`src/rtl/uart_port_bridge_if.sv`:
```
// Signal bundle between the UART debug bridge and its neighbours: byte stream in,
// response byte out, and the SoC port bus the bridge masters.
interface uart_port_bridge_if;
  logic [7:0] rx_data;
  logic       rx_valid;
  logic [7:0] tx_data;
  logic       tx_valid;
  logic       tx_ready;
  logic [7:0] port_id;
  logic [7:0] out_port;
  logic       write_strobe;
  logic       read_strobe;
  logic [7:0] in_port;
  logic       overrun;

  modport master (
    input  rx_data, rx_valid, tx_ready, in_port,
    output tx_data, tx_valid, port_id, out_port, write_strobe, read_strobe, overrun
  );

  modport slave (
    output rx_data, rx_valid, tx_ready, in_port,
    input  tx_data, tx_valid, port_id, out_port, write_strobe, read_strobe, overrun
  );
endinterface

```
`src/rtl/uart_port_bridge.sv`:
```
// UART-driven debug master: parses 'W' port data / 'R' port frames into single-cycle
// port-bus strobes and answers every command with one response byte.
module uart_port_bridge #(
  parameter int         READ_WAIT      = 0,
  parameter int         TIMEOUT_CYCLES = 65535,
  parameter logic [7:0] ACK_BYTE       = 8'h06,
  parameter logic [7:0] NAK_BYTE       = 8'h15
) (
  input logic clk,
  input logic reset,
  uart_port_bridge_if.master bus
);
  localparam logic [7:0]  CMD_WR    = 8'h57;
  localparam logic [7:0]  CMD_RD    = 8'h52;
  localparam logic [15:0] TO_LIMIT  = 16'(TIMEOUT_CYCLES);
  localparam logic [15:0] WAIT_LAST = 16'(READ_WAIT - 1);

  typedef enum logic [2:0] {IDLE, GET_PORT, GET_DATA, BUS_WR, BUS_RD, RD_WAIT, SEND} state_t;

  state_t      state, state_n;
  logic        is_wr, is_wr_n;
  logic [15:0] cnt, cnt_n;
  logic [7:0]  port_id, port_id_n;
  logic [7:0]  out_port, out_port_n;
  logic [7:0]  tx_data, tx_data_n;
  logic        overrun, overrun_n;
  logic        busy;

  always_ff @(posedge clk) begin
    if (reset) begin
      state    <= IDLE;
      is_wr    <= 1'b0;
      cnt      <= '0;
      port_id  <= '0;
      out_port <= '0;
      tx_data  <= '0;
      overrun  <= 1'b0;
    end else begin
      state    <= state_n;
      is_wr    <= is_wr_n;
      cnt      <= cnt_n;
      port_id  <= port_id_n;
      out_port <= out_port_n;
      tx_data  <= tx_data_n;
      overrun  <= overrun_n;
    end
  end

  assign busy = (state == BUS_WR) || (state == BUS_RD) || (state == RD_WAIT) || (state == SEND);

  // cnt doubles as the inter-byte timeout in the GET states and the read-wait count in RD_WAIT
  always_comb begin
    state_n    = state;
    is_wr_n    = is_wr;
    cnt_n      = cnt;
    port_id_n  = port_id;
    out_port_n = out_port;
    tx_data_n  = tx_data;
    overrun_n  = overrun;
    case (state)
      IDLE: begin
        if (bus.rx_valid) begin
          cnt_n = '0;
          if (bus.rx_data == CMD_WR || bus.rx_data == CMD_RD) begin
            is_wr_n = (bus.rx_data == CMD_WR);
            state_n = GET_PORT;
          end else begin
            tx_data_n = NAK_BYTE;
            state_n   = SEND;
          end
        end
      end
      GET_PORT, GET_DATA: begin
        if (bus.rx_valid) begin
          cnt_n = '0;
          if (state == GET_PORT) begin
            port_id_n = bus.rx_data;
            state_n   = is_wr ? GET_DATA : BUS_RD;
          end else begin
            out_port_n = bus.rx_data;
            state_n    = BUS_WR;
          end
        end else if (cnt == TO_LIMIT) begin
          cnt_n   = '0;
          state_n = IDLE;
        end else begin
          cnt_n = cnt + 16'd1;
        end
      end
      BUS_WR: begin
        tx_data_n = ACK_BYTE;
        state_n   = SEND;
      end
      BUS_RD: begin
        cnt_n = '0;
        if (READ_WAIT == 0) begin
          tx_data_n = bus.in_port;
          state_n   = SEND;
        end else begin
          state_n = RD_WAIT;
        end
      end
      RD_WAIT: begin
        if (cnt == WAIT_LAST) begin
          cnt_n     = '0;
          tx_data_n = bus.in_port;
          state_n   = SEND;
        end else begin
          cnt_n = cnt + 16'd1;
        end
      end
      SEND: begin
        if (bus.tx_ready) state_n = IDLE;
      end
      default: state_n = IDLE;
    endcase
    if (busy && bus.rx_valid) overrun_n = 1'b1;
  end

  assign bus.tx_data      = tx_data;
  assign bus.tx_valid     = (state == SEND);
  assign bus.port_id      = port_id;
  assign bus.out_port     = out_port;
  assign bus.write_strobe = (state == BUS_WR);
  assign bus.read_strobe  = (state == BUS_RD);
  assign bus.overrun      = overrun;
endmodule

```
`src/flat_wrapper.sv`:
```
// flat-port wrapper written by rule: the top's interface ports become plain ports
module uart_port_bridge_flat 
#(
  parameter int         READ_WAIT      = 0,
  parameter int         TIMEOUT_CYCLES = 65535,
  parameter logic [7:0] ACK_BYTE       = 8'h06,
  parameter logic [7:0] NAK_BYTE       = 8'h15
)
  (clk, reset, bus_rx_data, bus_rx_valid, bus_tx_ready, bus_in_port, bus_tx_data, bus_tx_valid, bus_port_id, bus_out_port, bus_write_strobe, bus_read_strobe, bus_overrun);
  uart_port_bridge_if bus_i ();
  input logic clk;
  input logic reset;
  input wire logic [$bits(bus_i.rx_data)-1:0] bus_rx_data;
  input wire logic [$bits(bus_i.rx_valid)-1:0] bus_rx_valid;
  input wire logic [$bits(bus_i.tx_ready)-1:0] bus_tx_ready;
  input wire logic [$bits(bus_i.in_port)-1:0] bus_in_port;
  output wire logic [$bits(bus_i.tx_data)-1:0] bus_tx_data;
  output wire logic [$bits(bus_i.tx_valid)-1:0] bus_tx_valid;
  output wire logic [$bits(bus_i.port_id)-1:0] bus_port_id;
  output wire logic [$bits(bus_i.out_port)-1:0] bus_out_port;
  output wire logic [$bits(bus_i.write_strobe)-1:0] bus_write_strobe;
  output wire logic [$bits(bus_i.read_strobe)-1:0] bus_read_strobe;
  output wire logic [$bits(bus_i.overrun)-1:0] bus_overrun;
  assign bus_i.rx_data = bus_rx_data;
  assign bus_i.rx_valid = bus_rx_valid;
  assign bus_i.tx_ready = bus_tx_ready;
  assign bus_i.in_port = bus_in_port;
  assign bus_tx_data = bus_i.tx_data;
  assign bus_tx_valid = bus_i.tx_valid;
  assign bus_port_id = bus_i.port_id;
  assign bus_out_port = bus_i.out_port;
  assign bus_write_strobe = bus_i.write_strobe;
  assign bus_read_strobe = bus_i.read_strobe;
  assign bus_overrun = bus_i.overrun;
  uart_port_bridge #(.READ_WAIT(READ_WAIT), .TIMEOUT_CYCLES(TIMEOUT_CYCLES), .ACK_BYTE(ACK_BYTE), .NAK_BYTE(NAK_BYTE)) u_core (.clk(clk), .reset(reset), .bus(bus_i));
endmodule
```
`config.mk`:
```
export PLATFORM = sky130hd
export DESIGN_NAME = uart_port_bridge_flat
export DESIGN_NICKNAME = d
export VERILOG_FILES = /design/src/rtl/uart_port_bridge_if.sv /design/src/rtl/uart_port_bridge.sv /design/src/flat_wrapper.sv
export SDC_FILE = /design/constraint.sdc
export NUM_CORES = 1
export LEC_CHECK = 0
export CORE_MARGIN = 10
export CORE_UTILIZATION = 45
export DETAILED_ROUTE_END_ITERATION = 10
export PLACE_DENSITY = 0.72
export SKIP_CTS_REPAIR_TIMING = 1
export SLEW_MARGIN = 40
export SYNTH_ARGS = -nofsm -noshare
export SYNTH_HDL_FRONTEND = slang
export SYNTH_SLANG_ARGS = --single-unit
```
`constraint.sdc`:
```
create_clock -name clk -period 5.8 [get_ports clk]
set_input_delay 0.87 -clock clk [delete_from_list [all_inputs] [get_ports clk]]
set_output_delay 0.87 -clock clk [all_outputs]
set_load 0.005 [all_outputs]
```
* Word level (Yosys, flattened, before mapping)
Cells that the tools add are included.
** Operators by class
- $add $sub $neg :: 1
- Equality and inequality tests :: 14
- Muxes and demuxes :: 17
- Bitwise logic cells :: 1
- Reduce and logical (&&, ||, !) cells :: 16
** Operators with widths (count)
- 16-bit case mux with 4 select lines :: 1
- 16-bit two-way mux :: 3
- 8-bit case mux with 4 select lines :: 1
- 3-bit two-way mux :: 8
- 8-bit two-way mux :: 3
- 16-bit by 1-bit adder with 16-bit output, second input constant :: 1
- 16-bit == test, second input constant :: 1
- 8-bit by 7-bit == test with 1-bit output, second input constant :: 2
- 3-bit case mux with 5 select lines :: 1
- 3-bit == test, second input constant :: 3
- 3-bit AND reduction :: 3
- 2-bit inequality test, second input constant :: 4
- 4-bit AND reduction :: 2
- 4-bit nonzero test :: 2
- 3-bit by 2-bit == test with 1-bit output, second input constant :: 2
- 1-bit logical OR :: 4
- 2-bit OR reduction :: 2
- 3-bit by 1-bit == test with 1-bit output, second input constant :: 1
- 3-bit zero test :: 1
- 3-bit by 2-bit inequality test with 1-bit output, second input constant :: 1
- 2-bit AND reduction :: 1
- 1-bit logical AND :: 1
- 1-bit inverter :: 1
** Word-level totals
- Bits in registers :: 45

* Longest topological paths before layout
- Depth after elaboration :: 5
- Gate-level depth with buffers :: 7
- Gate-level depth less buffers :: 6

* Worst setup path after synthesis
No wires, ideal clock.
- Path kind :: input to register
- From :: input bus_rx_valid
- To :: register u_core.cnt[5]
- Arrival time :: 2131 ps
- Path slack :: 3612 ps
- Stages :: 7
- Buffers on the path :: 2
- Cell sequence :: buf_6 > nor4b_2 > a31oi_1 > or3_4 > buf_6 > nor4_2 > a21o_1
** On the way
- Longest elaborated chain between the ends :: 2
** RTL lines
- start, declared :: line flat_wrapper.sv:14 : input wire logic [$bits(bus_i.rx_valid)-1:0] bus_rx_valid;
- 16-bit two-way mux / 2-bit inequality test (equally long branches)
- 16-bit case mux with 4 select lines / 2-bit AND reduction (equally long branches)
- end signal, assigned :: line uart_port_bridge.sv:41 : cnt <= cnt_n;
- end, declared :: line uart_port_bridge.sv:22 : logic [15:0] cnt, cnt_n;
Parallel ways exist; a longest one is shown, timed or not.
A chain may end at the register's enable or synchronous reset.

* Worst setup path after layout
- From :: register u_core.state[0]
- To :: output bus_write_strobe
** On the way
- Longest elaborated chain between the ends :: 1
** RTL lines
- start, declared :: line uart_port_bridge.sv:20 : state_t state, state_n;
- start signal, assigned :: line uart_port_bridge.sv:39 : state <= state_n;
- 3-bit by 2-bit == test with 1-bit output :: line uart_port_bridge.sv:124 : assign bus.write_strobe = (state == BUS_WR);
- end, declared :: line flat_wrapper.sv:21 : output wire logic [$bits(bus_i.write_strobe)-1:0] bus_write_strobe;
Every way passes these cells.

==> results.sh <==
export IMPL_fin_crit_sh=0.518
export IMPL_cts_tree="yes"
export IMPL_cts_buffer_depth=2
export IMPL_seq_area_um2=901
export IMPL_num_rows=25
export IMPL_switching_share=0.336
export IMPL_pre_cts_slack_ns=2.83
export IMPL_routed_wl_mm=5.48
export IMPL_grt_overflow_total=0
export IMPL_crit_buf_inv=2
export IMPL_fillers=464
export IMPL_min_path_type="flip-flop to flip-flop"
export IMPL_grt_usage=0.132
export IMPL_ys_seq_area_frac=0.407
export IMPL_ys_flop_type="dfxtp_1"
export IMPL_worst_pin_slew_ns=0.583
export IMPL_wl_per_cell_um=14.4
export IMPL_synth_warning_count=0
export IMPL_worstSetupPathType="flip-flop to output port"
export IMPL_die_x_um=90.1
export IMPL_top_layer="met4"
export IMPL_grt_pass1_vias=1868
export IMPL_ant_nets=0
export IMPL_h_tree_depth=2
export IMPL_synth_top_family_by_area="simple AND/OR/NAND/NOR gates"
export IMPL_synth_seq_cells=45
export IMPL_cp_data_arrival_time_ns=2.13
export IMPL_synth_area_mm2=0.00221
export IMPL_clk_latency_ns=0.30
export IMPL_wl_met1_mm=2.64
export IMPL_rsz0062_at_grt="false"
export IMPL_p_seq_frac=0.401
export IMPL_antenna_found_initial=0
export IMPL_relSlewSlack=0.606
export IMPL_yosysTopAreaCellShare=0.407
export IMPL_fin_tns_setup_ns=0
export IMPL_power_switching_w=0.000323
export IMPL_post_synth_num_cell_types=50
export IMPL_synthCells=271
export IMPL_fin_area_mm2=0.00283
export IMPL_worstPathMaxFanout=15
export IMPL_end_kind="output port"
export IMPL_gp_congestion=0.799
export IMPL_synth_top_area_cell="dfxtp_1"
export IMPL_port_buffers=47
export IMPL_drc_errors=0
export IMPL_clkTransAtPathRegs_ns=0.09
export IMPL_cts_sinks=45
export IMPL_async_flop_share=0
export IMPL_start_util=0.465
export IMPL_grt_max_degree=43
export IMPL_cap_violations=0
export IMPL_wl_met2_mm=2.50
export IMPL_dieArea_mm2=0.00812
export IMPL_synthTopCellsByCount="nand2_1, dfxtp_1, a21oi_1"
export IMPL_muxShareOfSynthArea=0.00453
export IMPL_required_ns=4.93
export IMPL_status="finished clean"
export IMPL_setup_viol=0
export IMPL_cpMaxStageDelayCell="dfxtp_1"
export IMPL_wl_met3_um=278
export IMPL_syn2layout_area_growth_pct=28.1
export IMPL_post_synth_top_count_cell="nand2_1"
export IMPL_cp_start_kind="flip-flop"
export IMPL_pin_count=48
export IMPL_yosys_area_share_simple=0.307
export IMPL_p_int_w=0.000638
export IMPL_power_density_mw_per_mm2=339
export IMPL_p_clk_frac=0.258
export IMPL_dpl_cell_area_mm2=0.00271
export IMPL_whs_ns=0.455
export IMPL_syn_avg_cell_area_um2=8.16
export IMPL_synth_fp_nets=292
export IMPL_power_frac_comb=0.341
export IMPL_fin_ws_ns=2.80
export IMPL_drtIter0Drc=180
export IMPL_cpPeakStageDelay_ns=0.66
export IMPL_p_leak_nw=0.969
export IMPL_post_drt_via_cell_ratio=5.44
export IMPL_synth_edf_count=0
export IMPL_firstDrtPassIters=6
export IMPL_finalMaxSlewViolations=0
export IMPL_antennaDiodeCount=0
export IMPL_vdd_ir_drop_worst_mv=0.155
export IMPL_cts_made_buffers=5
export IMPL_path_cells="nor2b_1 > nand2_1 > inv_1 > clkdlybuf4s50_1"
export IMPL_hold_viol_final=0
export IMPL_multi_input_area_mm2=0.00123
export IMPL_core_mm2=0.00475
export IMPL_routed_via_count=2073
export IMPL_drive_gt1_frac=0.0701
export IMPL_crit_family="flip-flops"
export IMPL_synth_xor_area_share=0.0198
export IMPL_dpl_hpwl_mm=3.99
export IMPL_synthAdderAreaFrac=0.00566
export IMPL_die_h_um=90.1
export IMPL_fin_skew_ns=0.00807
export IMPL_synth_compound_area_frac=0.214
export IMPL_synthTopCellsByArea="dfxtp_1, nand2_1, a21oi_1"
export IMPL_min_period_ns=3.00
export IMPL_finalNetCount=334
export IMPL_clock_root_buffer="clkbuf_8"
export IMPL_clock_fmax_ghz=0.333
export IMPL_grt_pass1_wl_mm=9.20
## final timing paths
| path | slack (ns) | cells past startpoint | from | endpoint |
|---|---|---|---|---|
| max reg2reg | 3.69 | 6 | u_core.cnt[0] | u_core.cnt[5] |
| max | 2.80 | 4 | u_core.state[0] | bus_write_strobe |
| min reg2reg | 0.46 | 2 | u_core.bus.out_port[0] | u_core.bus.out_port[0] |
| min | 0.46 | 2 | u_core.bus.out_port[0] | u_core.bus.out_port[0] |
## placed cells by master, fill, tap and decap left out, types with 3 or more instances in the layout
cell             count
a21o_1               4
a21oi_1             28
a31oi_1              6
and3_1               4
and4_1               3
clkbuf_8             6
clkdlybuf4s50_1     47
dfxtp_1             45
inv_1                5
nand2_1             47
nand2b_1            12
nand3_1             12
nand4_1              4
nor2_1              18
nor2b_1              3
nor3_1               6
nor3b_1              3
o211ai_1             3
o21ai_0              5
o21ai_1              7
or3_1                3
xor2_1               3
## metrics by stage
stage,instances,utilization,power [W]
CTS,381,0.594,0.000963
finish,381,0.596,0.000961
global placement,373,0.568,0.000713
floorplan,271,-,0.000604
detailed placement,373,0.569,0.000718
global route,381,0.596,0.00102
## cell families after synthesis
| kind of cell | after synthesis |
|---|---|
| AND/OR/NAND/NOR | 129 |
| AO/OA/AOI/OAI | 72 |
| flip-flops | 45 |
| buffers and inverters | 18 |
| XOR/XNOR | 5 |
| multiplexers | 1 |
| adder cells (fa/ha/maj) | 1 |
## state kept, by name, indices dropped and copies added (netlist names)
| signal | count |
|---|---|
| u_core.cnt | 16 |
| u_core.bus.out_port | 8 |
| u_core.bus.port_id | 8 |
| u_core.bus.tx_data | 8 |
| u_core.state | 3 |
| u_core.bus.overrun | 1 |
| u_core.is_wr | 1 |
## cell type report
type	instances	share of cell area
timing repair buffer	48	0.169
tap	67	0.0296
clock buffer	6	0.0292
clock inverter	2	0.0133
multi-input combinational	208	0.434
sequential	45	0.318
inverter	5	0.00663
## per-layer routing
layer | GRT usage | up-vias
met1 | 0.180 | 961
li1 | - | 1061
met4 | 0.0451 | 0
met5 | 0 | -
met2 | 0.197 | 47
met3 | 0.0308 | 4
## tightest hold or removal path: stages (launching register included)
cell,delay [ns]
dfxtp_1,0.31
nand2_1,0.05
a21oi_1,0.05
## power by group through the flow
stage / clock [W] / combinational [W] / sequential [W]
6_report: 0.000248 / 0.000327 / 0.000385
4_1_cts: 0.000251 / 0.000327 / 0.000385
3_5_place_dp: 0 / 0.000326 / 0.000392
3_3_place_gp: 0 / 0.000322 / 0.000391
2_1_floorplan: 0 / 0.000229 / 0.000375
5_1_grt: 0.000265 / 0.000367 / 0.000391
No activity file was read; power rests on OpenSTA's default activity.
